### src/rtl/div_clock_pkg.sv
// Shared state encoding and arithmetic helpers for the divided-clock monitor.
package div_clock_pkg;

  typedef enum logic [1:0] {
    IDLE    = 2'd0,
    MEASURE = 2'd1,
    LOCKED  = 2'd2,
    LOST    = 2'd3
  } state_t;

  // Operands are zero-extended up to 32 bits; the extra sign bit keeps the difference exact.
  localparam int DIFF_W = 33;

  function automatic logic [DIFF_W-1:0] abs_diff(input logic [DIFF_W-2:0] a,
                                                 input logic [DIFF_W-2:0] b);
    logic signed [DIFF_W-1:0] d;
    d = $signed({1'b0, a}) - $signed({1'b0, b});
    return d[DIFF_W-1] ? DIFF_W'(-d) : DIFF_W'(d);
  endfunction

endpackage

### src/rtl/div_clock_monitor_sync_edge_detect.sv
// Synchronizes the divided clock into the fast domain and emits registered rise/fall ticks.
module sync_edge_detect #(
  parameter int SYNC_STAGES = 2
) (
  input  logic clock,
  input  logic reset,
  input  logic din,
  output logic rise_tick,
  output logic fall_tick
);

  logic [SYNC_STAGES-1:0] sync_p0;
  logic                   lvl_p1;
  logic [SYNC_STAGES:0]   vld_p0;
  logic                   lvl_p0;

  assign lvl_p0 = sync_p0[SYNC_STAGES-1];

  // Ticks stay masked until the delay flop holds a post-reset sample, so a level that was
  // already present at reset release is not mistaken for an edge.
  always_ff @(posedge clock or posedge reset) begin
    if (reset) begin
      sync_p0   <= '0;
      lvl_p1    <= 1'b0;
      vld_p0    <= '0;
      rise_tick <= 1'b0;
      fall_tick <= 1'b0;
    end else begin
      sync_p0   <= {sync_p0[SYNC_STAGES-2:0], din};
      lvl_p1    <= lvl_p0;
      vld_p0    <= {vld_p0[SYNC_STAGES-1:0], 1'b1};
      rise_tick <= vld_p0[SYNC_STAGES] &  lvl_p0 & ~lvl_p1;
      fall_tick <= vld_p0[SYNC_STAGES] & ~lvl_p0 &  lvl_p1;
    end
  end

endmodule

### src/rtl/div_clock_monitor.sv
// Divided-clock monitor: period measurement, lock and loss detection from synchronized ticks.
// Optional DIV_CLOCK_DUTY_MEAS_EN adds the high_time output (rise-to-fall interval).
module div_clock_monitor
  import div_clock_pkg::*;
#(
  parameter int SYNC_STAGES = 2,
  parameter int PERIOD_W    = 24,
  parameter int TIMEOUT     = 2**20,
  parameter int LOCK_COUNT  = 4,
  parameter int TOL         = 1
) (
  input  logic                clock,
  input  logic                reset,
  input  logic                div_clock_in,
  output logic                rise_tick,
  output logic                fall_tick,
  output logic [PERIOD_W-1:0] period,
  output logic                period_valid,
  output logic                locked,
  output logic                clk_lost
`ifdef DIV_CLOCK_DUTY_MEAS_EN
  ,
  output logic [PERIOD_W-1:0] high_time
`endif
);

  localparam logic [PERIOD_W-1:0] CNT_MAX   = '1;
  localparam logic [PERIOD_W-1:0] TIMEOUT_C = PERIOD_W'(TIMEOUT);
  localparam int                  GOOD_W    = $clog2(LOCK_COUNT + 1);
  localparam logic [GOOD_W-1:0]   LOCK_C    = GOOD_W'(LOCK_COUNT);

  state_t              state;
  logic [PERIOD_W-1:0] cnt;
  logic [PERIOD_W-1:0] prev;
  logic [GOOD_W-1:0]   good;
  logic                has_prev;
  logic                match;
  logic                timeout;

  sync_edge_detect #(
    .SYNC_STAGES(SYNC_STAGES)
  ) u_sync (
    .clock    (clock),
    .reset    (reset),
    .din      (div_clock_in),
    .rise_tick(rise_tick),
    .fall_tick(fall_tick)
  );

  assign match   = abs_diff(32'(cnt), 32'(prev)) <= DIFF_W'(TOL);
  assign timeout = (cnt == TIMEOUT_C);

  // Interval counter: restarts at 1 on every rise so it reads the exact interval at the next rise.
  always_ff @(posedge clock or posedge reset) begin
    if (reset) begin
      cnt <= '0;
    end else if (rise_tick) begin
      cnt <= {{(PERIOD_W-1){1'b0}}, 1'b1};
    end else if (cnt != CNT_MAX) begin
      cnt <= cnt + 1'b1;
    end
  end

  always_ff @(posedge clock or posedge reset) begin
    if (reset) begin
      state        <= IDLE;
      period       <= '0;
      period_valid <= 1'b0;
      locked       <= 1'b0;
      clk_lost     <= 1'b0;
      prev         <= '0;
      good         <= '0;
      has_prev     <= 1'b0;
    end else begin
      period_valid <= 1'b0;
      case (state)
        IDLE, LOST: begin
          if (rise_tick) begin
            state    <= MEASURE;
            clk_lost <= 1'b0;
            has_prev <= 1'b0;
            good     <= '0;
          end else if (state == IDLE && timeout) begin
            state    <= LOST;
            clk_lost <= 1'b1;
            locked   <= 1'b0;
            good     <= '0;
          end
        end
        MEASURE, LOCKED: begin
          if (rise_tick) begin
            period       <= cnt;
            period_valid <= 1'b1;
            prev         <= cnt;
            has_prev     <= 1'b1;
            if (has_prev) begin
              if (!match) begin
                good   <= '0;
                state  <= MEASURE;
                locked <= 1'b0;
              end else if (state == MEASURE) begin
                good <= good + 1'b1;
                if (good + 1'b1 == LOCK_C) begin
                  state  <= LOCKED;
                  locked <= 1'b1;
                end
              end
            end
          end else if (timeout) begin
            state    <= LOST;
            clk_lost <= 1'b1;
            locked   <= 1'b0;
            good     <= '0;
          end
        end
        default: state <= IDLE;
      endcase
    end
  end

`ifdef DIV_CLOCK_DUTY_MEAS_EN
  // cnt already counts from the last rise, so at a fall it is the high time.
  always_ff @(posedge clock or posedge reset) begin
    if (reset) begin
      high_time <= '0;
    end else if (fall_tick) begin
      high_time <= cnt;
    end
  end
`endif

endmodule

### config.mk
export PLATFORM = sky130hd
export DESIGN_NAME = div_clock_monitor
export DESIGN_NICKNAME = d
export VERILOG_FILES = /design/src/rtl/div_clock_pkg.sv /design/src/rtl/div_clock_monitor_sync_edge_detect.sv /design/src/rtl/div_clock_monitor.sv
export SDC_FILE = /design/constraint.sdc
export NUM_CORES = 1
export LEC_CHECK = 0
export CORE_ASPECT_RATIO = 1.5
export CORE_MARGIN = 2
export CORE_UTILIZATION = 25
export CTS_BUF_LIST = sky130_fd_sc_hd__clkbuf_8
export DETAILED_ROUTE_END_ITERATION = 6
export GPL_TIMING_DRIVEN = 0
export HOLD_SLACK_MARGIN = 0.12
export PLACE_DENSITY = 0.44
export SKIP_LAST_GASP = 1
export SLEW_MARGIN = 40
export SYNTH_ARGS = -nofsm -noshare
export SYNTH_HDL_FRONTEND = slang
export SYNTH_SLANG_ARGS = --single-unit
### constraint.sdc
create_clock -name clock -period 9.4 [get_ports clock]
set_input_delay 1.41 -clock clock [delete_from_list [all_inputs] [get_ports clock]]
set_output_delay 1.41 -clock clock [all_outputs]
set_load 0.01 [all_outputs]
After elaboration in Yosys (flattened, before gate mapping)
Index checks and enable logic that the tools add are counted.
Cells by class
  add/sub/neg operators: 4
  $lt $le $gt $ge: 1
  eq/ne operators: 17
  multiplexer cells: 39
  bitwise operators: 6
  reduce and logical (&&, ||, !) cells: 11
Operators by type and width (count)
  $mux 24: 2
  $le 33x1->1 const B: 1
  $mux 33: 1
  $neg 25->33: 1
  $sub 24x24->25: 1
  $add 24x1->24 const B: 1
  $eq 24x21->1 const B: 1
  $ne 24x24->1 const B: 1
  $mux 3: 7
  $mux 1: 16
  $mux 2: 8
  $ne 2x2->1 const B: 4
  $ne 4x4->1 const B: 2
  $ne 3x2->1 const B: 2
  $pmux 1 s2: 3
  $pmux 3 s2: 1
  $reduce_and 6->1: 1
  $reduce_and 5->1: 1
  $and 1x1->1: 4
  $eq 2x2->1 const B: 2
  $ne 2x1->1 const B: 2
  $pmux 2 s2: 1
  $reduce_and 2->1: 2
  $reduce_and 4->1: 1
  10 further kinds: 12
Storage, ports and cells
  bits in registers: 65
  output and inout port bits: 29
  word-level logic and storage cells: 91

Longest topological paths before layout
Gate-level depths: netlist of the first run.
  depth after elaboration: 8
  depth in mapped cells: 16
  mapped depth without buffers: 14

Cells and area by module
Synthesis of the first run repeated with hierarchy kept, for this count alone.
Second synthesis, totals
  cells, all modules: 649
  area total of the unflattened synthesis: 5318.9 sq um
By module, submodules not included
  div_clock_monitor: times used 1, cells an instance 637, area each 5093.6 sq um
  sync_edge_detect: times used 1, cells an instance 12, area each 225.2 sq um

Least setup slack after synthesis of the first run
Ideal clock, no wire load.
  path kind: reg2reg
  start point: reg cnt[0]
  end point: reg state[1]
  setup time: 0.126 ns
  arrival time: 3.680 ns
  data required time: 9.274 ns
  setup slack: 5.594 ns
  cell stages (with the launch flop): 16
  path buffers: 1
  clock period less this slack: 3.806 ns
  cell sequence: dfrtp_1 > inv_1 > ha_1 > fa_1 > nand2b_1 > a21oi_1 > xor2_1 > a211oi_2 > nand2_2 > or4_4 > a2111o_1 > nor4_2 > and4_1 > buf_4 > a21oi_2 > a311o_1
Between the ends
  word-level cells in the longest chain between the ends: 8
  elaborated cells on any way between the ends: 15
  classes of those cells: add/sub: 2; order compare: 1; eq/ne: 5; mux: 5; reduce/logical: 2
RTL lines
  start: declaration: RTL line div_clock_monitor.sv:33  | logic [PERIOD_W-1:0] cnt;
  start signal: assignment: RTL line div_clock_monitor.sv:58  | cnt <= {{(PERIOD_W-1){1'b0}}, 1'b1};
  start signal: assignment: RTL line div_clock_monitor.sv:60  | cnt <= cnt + 1'b1;
  $sub 24x24->25: RTL line div_clock_pkg.sv:17  | d = $signed({1'b0, a}) - $signed({1'b0, b});
  $neg 25->33: RTL line div_clock_pkg.sv:18  | return d[DIFF_W-1] ? DIFF_W'(-d) : DIFF_W'(d);
  $mux 33: RTL line div_clock_pkg.sv:18
  $le 33x1->1: RTL line div_clock_monitor.sv:50  | assign match = abs_diff(32'(cnt), 32'(prev)) <= DIFF_W'(TOL);
  $mux 2: RTL line div_clock_monitor.sv:97  | if (!match) begin
  $mux 2: RTL line div_clock_monitor.sv:96  | if (has_prev) begin
  $mux 2: RTL line div_clock_monitor.sv:91  | if (rise_tick) begin
  $pmux 2 s2: RTL line div_clock_monitor.sv:76  | case (state)
  end signal: assignment: RTL line div_clock_monitor.sv:79  | state <= MEASURE;
  end signal: assignment: RTL line div_clock_monitor.sv:99  | state <= MEASURE;
  end signal: assignment: RTL line div_clock_monitor.sv:104  | state <= LOCKED;
  end: declaration: RTL line div_clock_monitor.sv:32  | state_t state;
Several ways; a longest one is shown, not always the timed one. The select of a mux whose other input is x is not followed.
A chain may end at the register's enable or synchronous reset.

Worst setup path in the final report of the first run
Ends and elaborated chain as after synthesis.

==> impl_results.md, run 1 <==
- CTS H-tree lvls: 3
- Post-Synthesis Net Count: 735
- Count of hold buffers inserted by post-cts repair: 0
- Root Buffer Master: sky130_fd_sc_hd__clkbuf_8
- Total net switching power: 1150 µW
- I/O Buffers: 31
- Number of I/O pins: 32
- Cell Rows: 67
- First-pass DRT Iterations: 4
- Power, Total: 2190 µW
- Die H: 187 µm
- WP data required: 9.66 ns
- Mean instance size in the synthesized netlist: 8.01 µm²
- Worst min-delay path class: reg -> reg
- DPL Wire Length: 14300 µm
- Vias: 5290
- Bufs and invs on worst path: 3
- Total internal power: 1030 µW
- Max-Slew Margin vs Limit: 53.6%
- TritonCTS Sinks: 65
- Fraction of layout instances using a drive strength above 1: 8.30%
- Power density cells: 336 nW/µm²
- Via count of the first global-routing pass: 5388
- Post-route antenna net violation count: 0
- CTS tree: built
- Buffers inserted during post-CTS setup optimization: 0
- Number of diodes added for antenna fixing: 0
- Die boundary width: 126 µm
- Number of cells upsized or downsized after cts: 0
- Count of unique library cells instantiated by Yosys: 87
- Slowest cell on crit path: sky130_fd_sc_hd__a211oi_1
- Slew of the pin with the lowest slew margin: 0.690 ns
- Netlist area before placement: 5600 µm²
- Yosys warning total: 0
- Endpoint type of the worst setup path: flip-flop
- Worst-path maximum fanout: 10
- CP arrival: 5.00 ns
- Routability cong.: 0.852
- Sequential share of power: 15.4%
- First-pass GRT wire length: 28900 µm
- Leakage power: 0.00277 µW
- Maximum buffer depth of the clock tree: 2
- Antenna violations before repair: 0
- Number of DRC markers in iteration 0: 301
- Final Max Tran Viols: 0
- Final hold vios: 0
- Total overflow reported by the global router: 0
- Number of flip-flops and latches in the synthesized netlist: 65
- Largest net degree at the start of global routing: 51
- Fin Setup TNS: 0 ns
- Skew-Pair Late Insertion Delay: 0.38 ns
- Setup repair after global routing missed its margin: no
- Number of synthesized flops with an enable pin: 0
- Leading cell types in the layout, fill and taps excluded: 71 x sky130_fd_sc_hd__nand2_1, 71 x sky130_fd_sc_hd__nor2_1, 65 x sky130_fd_sc_hd__dfrtp_1
- Initial core utilization: 25.2%
- Type of the worst setup path: reg -> reg
- Signed area change from the synthesized netlist to the final layout: 16.0%
- Maximum single-stage delay on the critical path: 0.51 ns
- Fill cell count: 2424
- Clock period minus worst slack: 4.74 ns
- CTS clock-pin slew for the worst setup and hold paths: 0.08 ns
- Max Clk Rate: 0.211 GHz
- Primary FF master, synth: sky130_fd_sc_hd__dfrtp_1
- Sequence of cells on the critical path: inv_1 > ha_1 > fa_1 > nand2b_1 > a21boi_4 > o2111ai_1 > a211oi_1 > nor2_1 > clkbuf_1 > nor4b_1 > a22oi_1 > nor4_2 > and4_1 > buf_4 > a21oi_2 > a311o_1
- Post-synthesis async set-or-reset flop share: 100%
- Fraction of the yosys area taken by sequential cells: 29.0%
- Die Outline Area: 23600 µm²
- Sw Share: 52.7%
- Number of nets at the end of the flow: 778
- CP startpoint kind: flip-flop
- Global Route Usage Sum: 15.5%
- Gate count after technology mapping: 699
- Result of the run: finished, final reports clean
- Part of the cycle the worst path needs: 50.4%
- DRT Wirelength: 18000 µm
- Clock network fraction of total power: 11.7%
- Worst IR drop on VDD: 0.0000978 V
- # Max-Cap Violations: 0
- Kind of cell adding the most delay to the critical path: compound AO/OA/AOI/OAI gates
- Maximum clock skew at final layout: 0.0191 ns
- Final setup vio count: 0
- Comb pwr share: 72.9%
- Average wire length per cell after detail routing: 17.6 µm
- Remaining design rule violation count: 0
- Via density: 5.17
- Cts bufs inserted: 9
- Core region area: 22200 µm²
registers in the layout (all words and copies together) (netlist names), 2 cells and up:
| signal | count |
|---|---|
| cnt | 24 |
| good | 3 |
| prev | 24 |
| state | 2 |
| u_sync.sync_p0 | 2 |
| u_sync.vld_p0 | 3 |
final timing paths:
kind                                        start                end  slack, ns  cells past startpoint
max in group asynchronous                   reset           prev[17]       7.57                      3
worst min register to register  u_sync.sync_p0[0]  u_sync.sync_p0[1]       0.35                      0
min in group asynchronous                   reset       period_valid       1.32                      2
worst min-delay path            u_sync.sync_p0[0]  u_sync.sync_p0[1]       0.35                      0
worst max-delay path                       cnt[0]           state[1]       4.66                     16
worst max register to register             cnt[0]           state[1]       4.66                     16
power by group through the flow:
stage               Combinational [µW]  Sequential (µW)  Clock, µW
global route                      1750              342        277
finish                            1590              338        255
floorplan                         1170              340          0
CTS                               1590              338        265
global placement                  1570              343          0
detailed placement                1580              344          0
area by class of cell:
| class | instances | area, µm² | share of cell area, % |
|---|---|---|---|
| clock inverter | 7 | 77.6 | 1.19 |
| timing repair buffer | 32 | 338 | 5.20 |
| tap | 276 | 345 | 5.31 |
| inverter | 39 | 151 | 2.33 |
| buffer | 32 | 145 | 2.23 |
| sequential | 65 | 1630 | 25.0 |
| clock buffer | 9 | 124 | 1.91 |
| multi-input combinational | 563 | 3690 | 56.8 |
Yosys cell counts, drive strengths merged (3+ instances only):
cell / number / area share (%)
nand2: 72 / 4.9
nor2: 71 / 4.8
dfrtp: 65 / 29
o21ai: 56 / 5.2
a21oi: 42 / 4.2
inv: 39 / 2.6
ha: 32 / 7.1
xor2: 23 / 3.6
nor3: 22 / 2.1
clkbuf: 21 / 1.4
nand3: 21 / 2.0
nand4: 19 / 2.1
nor4: 14 / 1.8
a211oi: 11 / 1.7
and2: 11 / 1.2
and3: 11 / 1.2
buf: 11 / 1.2
o211ai: 11 / 1.6
and4: 10 / 1.6
a21boi: 9 / 1.5
xnor2: 9 / 1.4
a21o: 8 / 1.1
nor2b: 8 / 0.89
a31oi: 7 / 0.78
nand2b: 6 / 0.67
or3: 6 / 0.76
o21a: 5 / 0.67
or2: 5 / 0.56
a211o: 4 / 0.63
o211a: 4 / 0.71
a21bo: 3 / 0.54
a221o: 3 / 0.56
a221oi: 3 / 0.47
mux2i: 3 / 0.54
o2111ai: 3 / 0.47
o221ai: 3 / 0.47
o311ai: 3 / 0.78
o31a: 3 / 0.47
o31ai: 3 / 0.40
o32ai: 3 / 0.47
or4: 3 / 0.47
cell families (layout without fill, tap and decap cells):
logic type / count (synthesis) / count (layout) / synth area share, %
AO/OA/AOI/OAI: 210 / 210 / 26.8
buffers and inverters: 71 / 119 / 5.21
flip-flops: 65 / 65 / 29.0
other: 1 / 1 / 0.0670
AND/OR/NAND/NOR: 283 / 283 / 25.6
XOR/XNOR: 32 / 32 / 5.00
adder cells (fa/ha/maj): 33 / 33 / 7.51
multiplexers: 4 / 4 / 0.737
stage by stage:
stage	instance area [µm²]	hold slack, ns	cells	worst slack, ns	utilization, %
floorplan	5600	0.331	699	5.59	-
global placement	6260	0.332	1006	4.64	28.2
detailed placement	6300	0.336	1007	4.65	28.3
CTS	6500	0.356	1023	4.62	29.2
global route	6500	0.363	1023	4.25	29.3
finish	6500	0.353	1023	4.66	29.3
layer usage:
metal	GRT usage (%)	routed length, µm	vias up
li1	-	-	2664
met1	16.8	7350	2541
met2	29.8	9820	61
met3	2.03	294	24
met4	6.30	533	0
met5	0	0	-
Power figures use the tool's default switching activity.
==> inputs of run 2 (changes only) <==
PLACE_DENSITY = 0.45   (was 0.44)
clock period = 4.1 ns   (was 9.4 ns; I/O delays follow)
==> run 2 against run 1 <==
Compared with the run above: clock power rose by 130%; critical endpoint unchanged; utilization rose by 3.2 points; hold slack barely moved.
==> impl_results.md, run 2 (same netlist as run 1, synthesis figures left out) <==
- Result of the run: finished, final reports clean
- Endpoint type of the worst setup path: flip-flop
- First-pass GRT wire length: 29200 µm
- Clock period minus worst slack: 4.04 ns
- Fraction of layout instances using a drive strength above 1: 21.5%
- Maximum buffer depth of the clock tree: 2
- Number of DRC markers in iteration 0: 299
- Root Buffer Master: sky130_fd_sc_hd__clkbuf_8
- Post-route antenna net violation count: 0
- Sequential share of power: 13.1%
- WP data required: 4.36 ns
- CP arrival: 4.29 ns
- Leading cell types in the layout, fill and taps excluded: 70 x sky130_fd_sc_hd__nand2_1, 66 x sky130_fd_sc_hd__nor2_1, 55 x sky130_fd_sc_hd__dfrtp_1
- Number of I/O pins: 32
- CTS clock-pin slew for the worst setup and hold paths: 0.09 ns
- Total internal power: 2930 µW
- First-pass DRT Iterations: 5
- Slew of the pin with the lowest slew margin: 0.841 ns
- Number of nets at the end of the flow: 809
- CTS tree: built
- I/O Buffers: 31
- Largest registers: cnt (24), prev (24)
- DRT Wirelength: 18400 µm
- Die H: 187 µm
- Most common cell after layout, fill and taps aside: sky130_fd_sc_hd__nand2_1
- Cts bufs inserted: 9
- Maximum clock skew at final layout: 0.0142 ns
- Via count of the first global-routing pass: 5425
- Total overflow reported by the global router: 0
- Cell area after placement: 6300 µm²
- CP startpoint kind: flip-flop
- TritonCTS Sinks: 65
- Worst min-delay path class: reg -> reg
- Remaining design rule violation count: 0
- Worst-path maximum fanout: 8
- Cell area after layout: 7200 µm²
- Type of the worst setup path: reg -> reg
- Via density: 5.20
- Die boundary width: 126 µm
- Leakage power: 0.00301 µW
- Vias: 5478
- Core region area: 22200 µm²
- Sw Share: 50.8%
- Global Route Usage Sum: 15.6%
- Initial core utilization: 25.2%
- DPL Wire Length: 14300 µm
- Final hold vios: 0
- Worst IR drop on VDD: 0.000266 V
- Largest net degree at the start of global routing: 52
- Signed area change from the synthesized netlist to the final layout: 28.6%
- Cell Rows: 67
- Power density cells: 825 nW/µm²
- Final Max Tran Viols: 0
- CTS H-tree lvls: 3
- Max Clk Rate: 0.248 GHz
- Number of diodes added for antenna fixing: 0
- Average wire length per cell after detail routing: 17.4 µm
- Antenna violations before repair: 0
- Total net switching power: 3020 µW
- Fin Setup TNS: 0 ns
- Skew-Pair Late Insertion Delay: 0.37 ns
- # Max-Cap Violations: 0
- Comb pwr share: 77.0%
- Final setup vio count: 0
- Part of the cycle the worst path needs: 98.4%
- Die Outline Area: 23600 µm²
- Max-Slew Margin vs Limit: 43.4%
- Routability cong.: 0.877
- Clock network fraction of total power: 9.9%
- Setup repair after global routing missed its margin: yes
## run 2: changes by cell type in the layout (fill, tap and decap cells not counted), moves of 5 or more
cell and change:
sky130_fd_sc_hd__buf_4 +35, sky130_fd_sc_hd__dfrtp_1 -10, sky130_fd_sc_hd__o21ai_0 -8, sky130_fd_sc_hd__o21ai_1 +5
sky130_fd_sc_hd__ha_1 -9, sky130_fd_sc_hd__dfrtp_2 +10, sky130_fd_sc_hd__clkbuf_1 -7, sky130_fd_sc_hd__ha_4 +5
sky130_fd_sc_hd__a21oi_1 -6, sky130_fd_sc_hd__nor2_1 -5
## run 2: worst paths after layout
kind	endpoint	cells after the start	slack [ns]	start
worst max-delay path	state[1]	15	0.06	cnt[0]
min in group asynchronous	prev[0]	2	0.53	reset
worst min register to register	u_sync.vld_p0[1]	0	0.35	u_sync.vld_p0[0]
max in group asynchronous	u_sync.sync_p0[1]	3	3.06	reset
worst min-delay path	u_sync.vld_p0[1]	0	0.35	u_sync.vld_p0[0]
worst max register to register	state[1]	15	0.06	cnt[0]
## run 2: layout make-up
| class | count | area (µm²) |
|---|---|---|
| buffer | 27 | 150 |
| multi-input combinational | 563 | 4110 |
| sequential | 65 | 1640 |
| fill | 2328 | 15000 |
| clock inverter | 7 | 77.6 |
| clock buffer | 9 | 124 |
| tap | 276 | 345 |
| timing repair buffer | 68 | 608 |
| inverter | 39 | 154 |
## run 2: worst max-delay path: stages (launching register included)
cell and delay (ns):
sky130_fd_sc_hd__dfrtp_2 0.40, sky130_fd_sc_hd__inv_4 0.05, sky130_fd_sc_hd__ha_4 0.16, sky130_fd_sc_hd__fa_2 0.41
sky130_fd_sc_hd__nand2b_4 0.18, sky130_fd_sc_hd__a21boi_4 0.30, sky130_fd_sc_hd__o211a_1 0.24, sky130_fd_sc_hd__o21a_1 0.19
sky130_fd_sc_hd__o22ai_4 0.11, sky130_fd_sc_hd__or4_4 0.43, sky130_fd_sc_hd__a2111o_1 0.41, sky130_fd_sc_hd__nor4_4 0.33
sky130_fd_sc_hd__and4_1 0.26, sky130_fd_sc_hd__buf_6 0.13, sky130_fd_sc_hd__a21oi_2 0.05, sky130_fd_sc_hd__a311o_1 0.27
## run 2: what timing repair did
action / in CTS / in global routing
resized for setup: 48 / 61
hold buffers: 0 / 0
endpoints found under the setup margin: 6 / 6
setup buffers: 11 / 25
pin swaps: 17 / 28
## run 2: metrics by stage
step                      hold slack (ns)  total power, µW  util, %  setup WS [ns]  std cells
after global placement              0.332             4390     28.2         -0.666       1006
after CTS                           0.355             5460     30.4        -0.0370       1031
after floorplan                     0.331             3460        -          0.294        699
after global routing                0.359             6360     32.4       -0.00739       1054
final                               0.352             5950     32.4         0.0650       1054
after detailed placement            0.335             4400     28.3         -0.656       1007
## run 2: power by group through the flow
stage | clock network [µW] | registers, µW | logic [µW]
5_1_grt | 639 | 788 | 4930
3_3_place_gp | 0 | 784 | 3600
2_1_floorplan | 0 | 779 | 2680
4_1_cts | 609 | 774 | 4080
6_report | 589 | 777 | 4580
3_5_place_dp | 0 | 785 | 3620
## run 2: layer usage
metal	GRT usage [%]	part of all wire (%)	vias up	wire length, µm
li1	-	-	2719	-
met1	17.1	40	2633	7390
met2	28.6	53	89	9800
met3	1.89	1.6	37	300
met4	8.54	4.7	0	872
met5	0	0	-	0
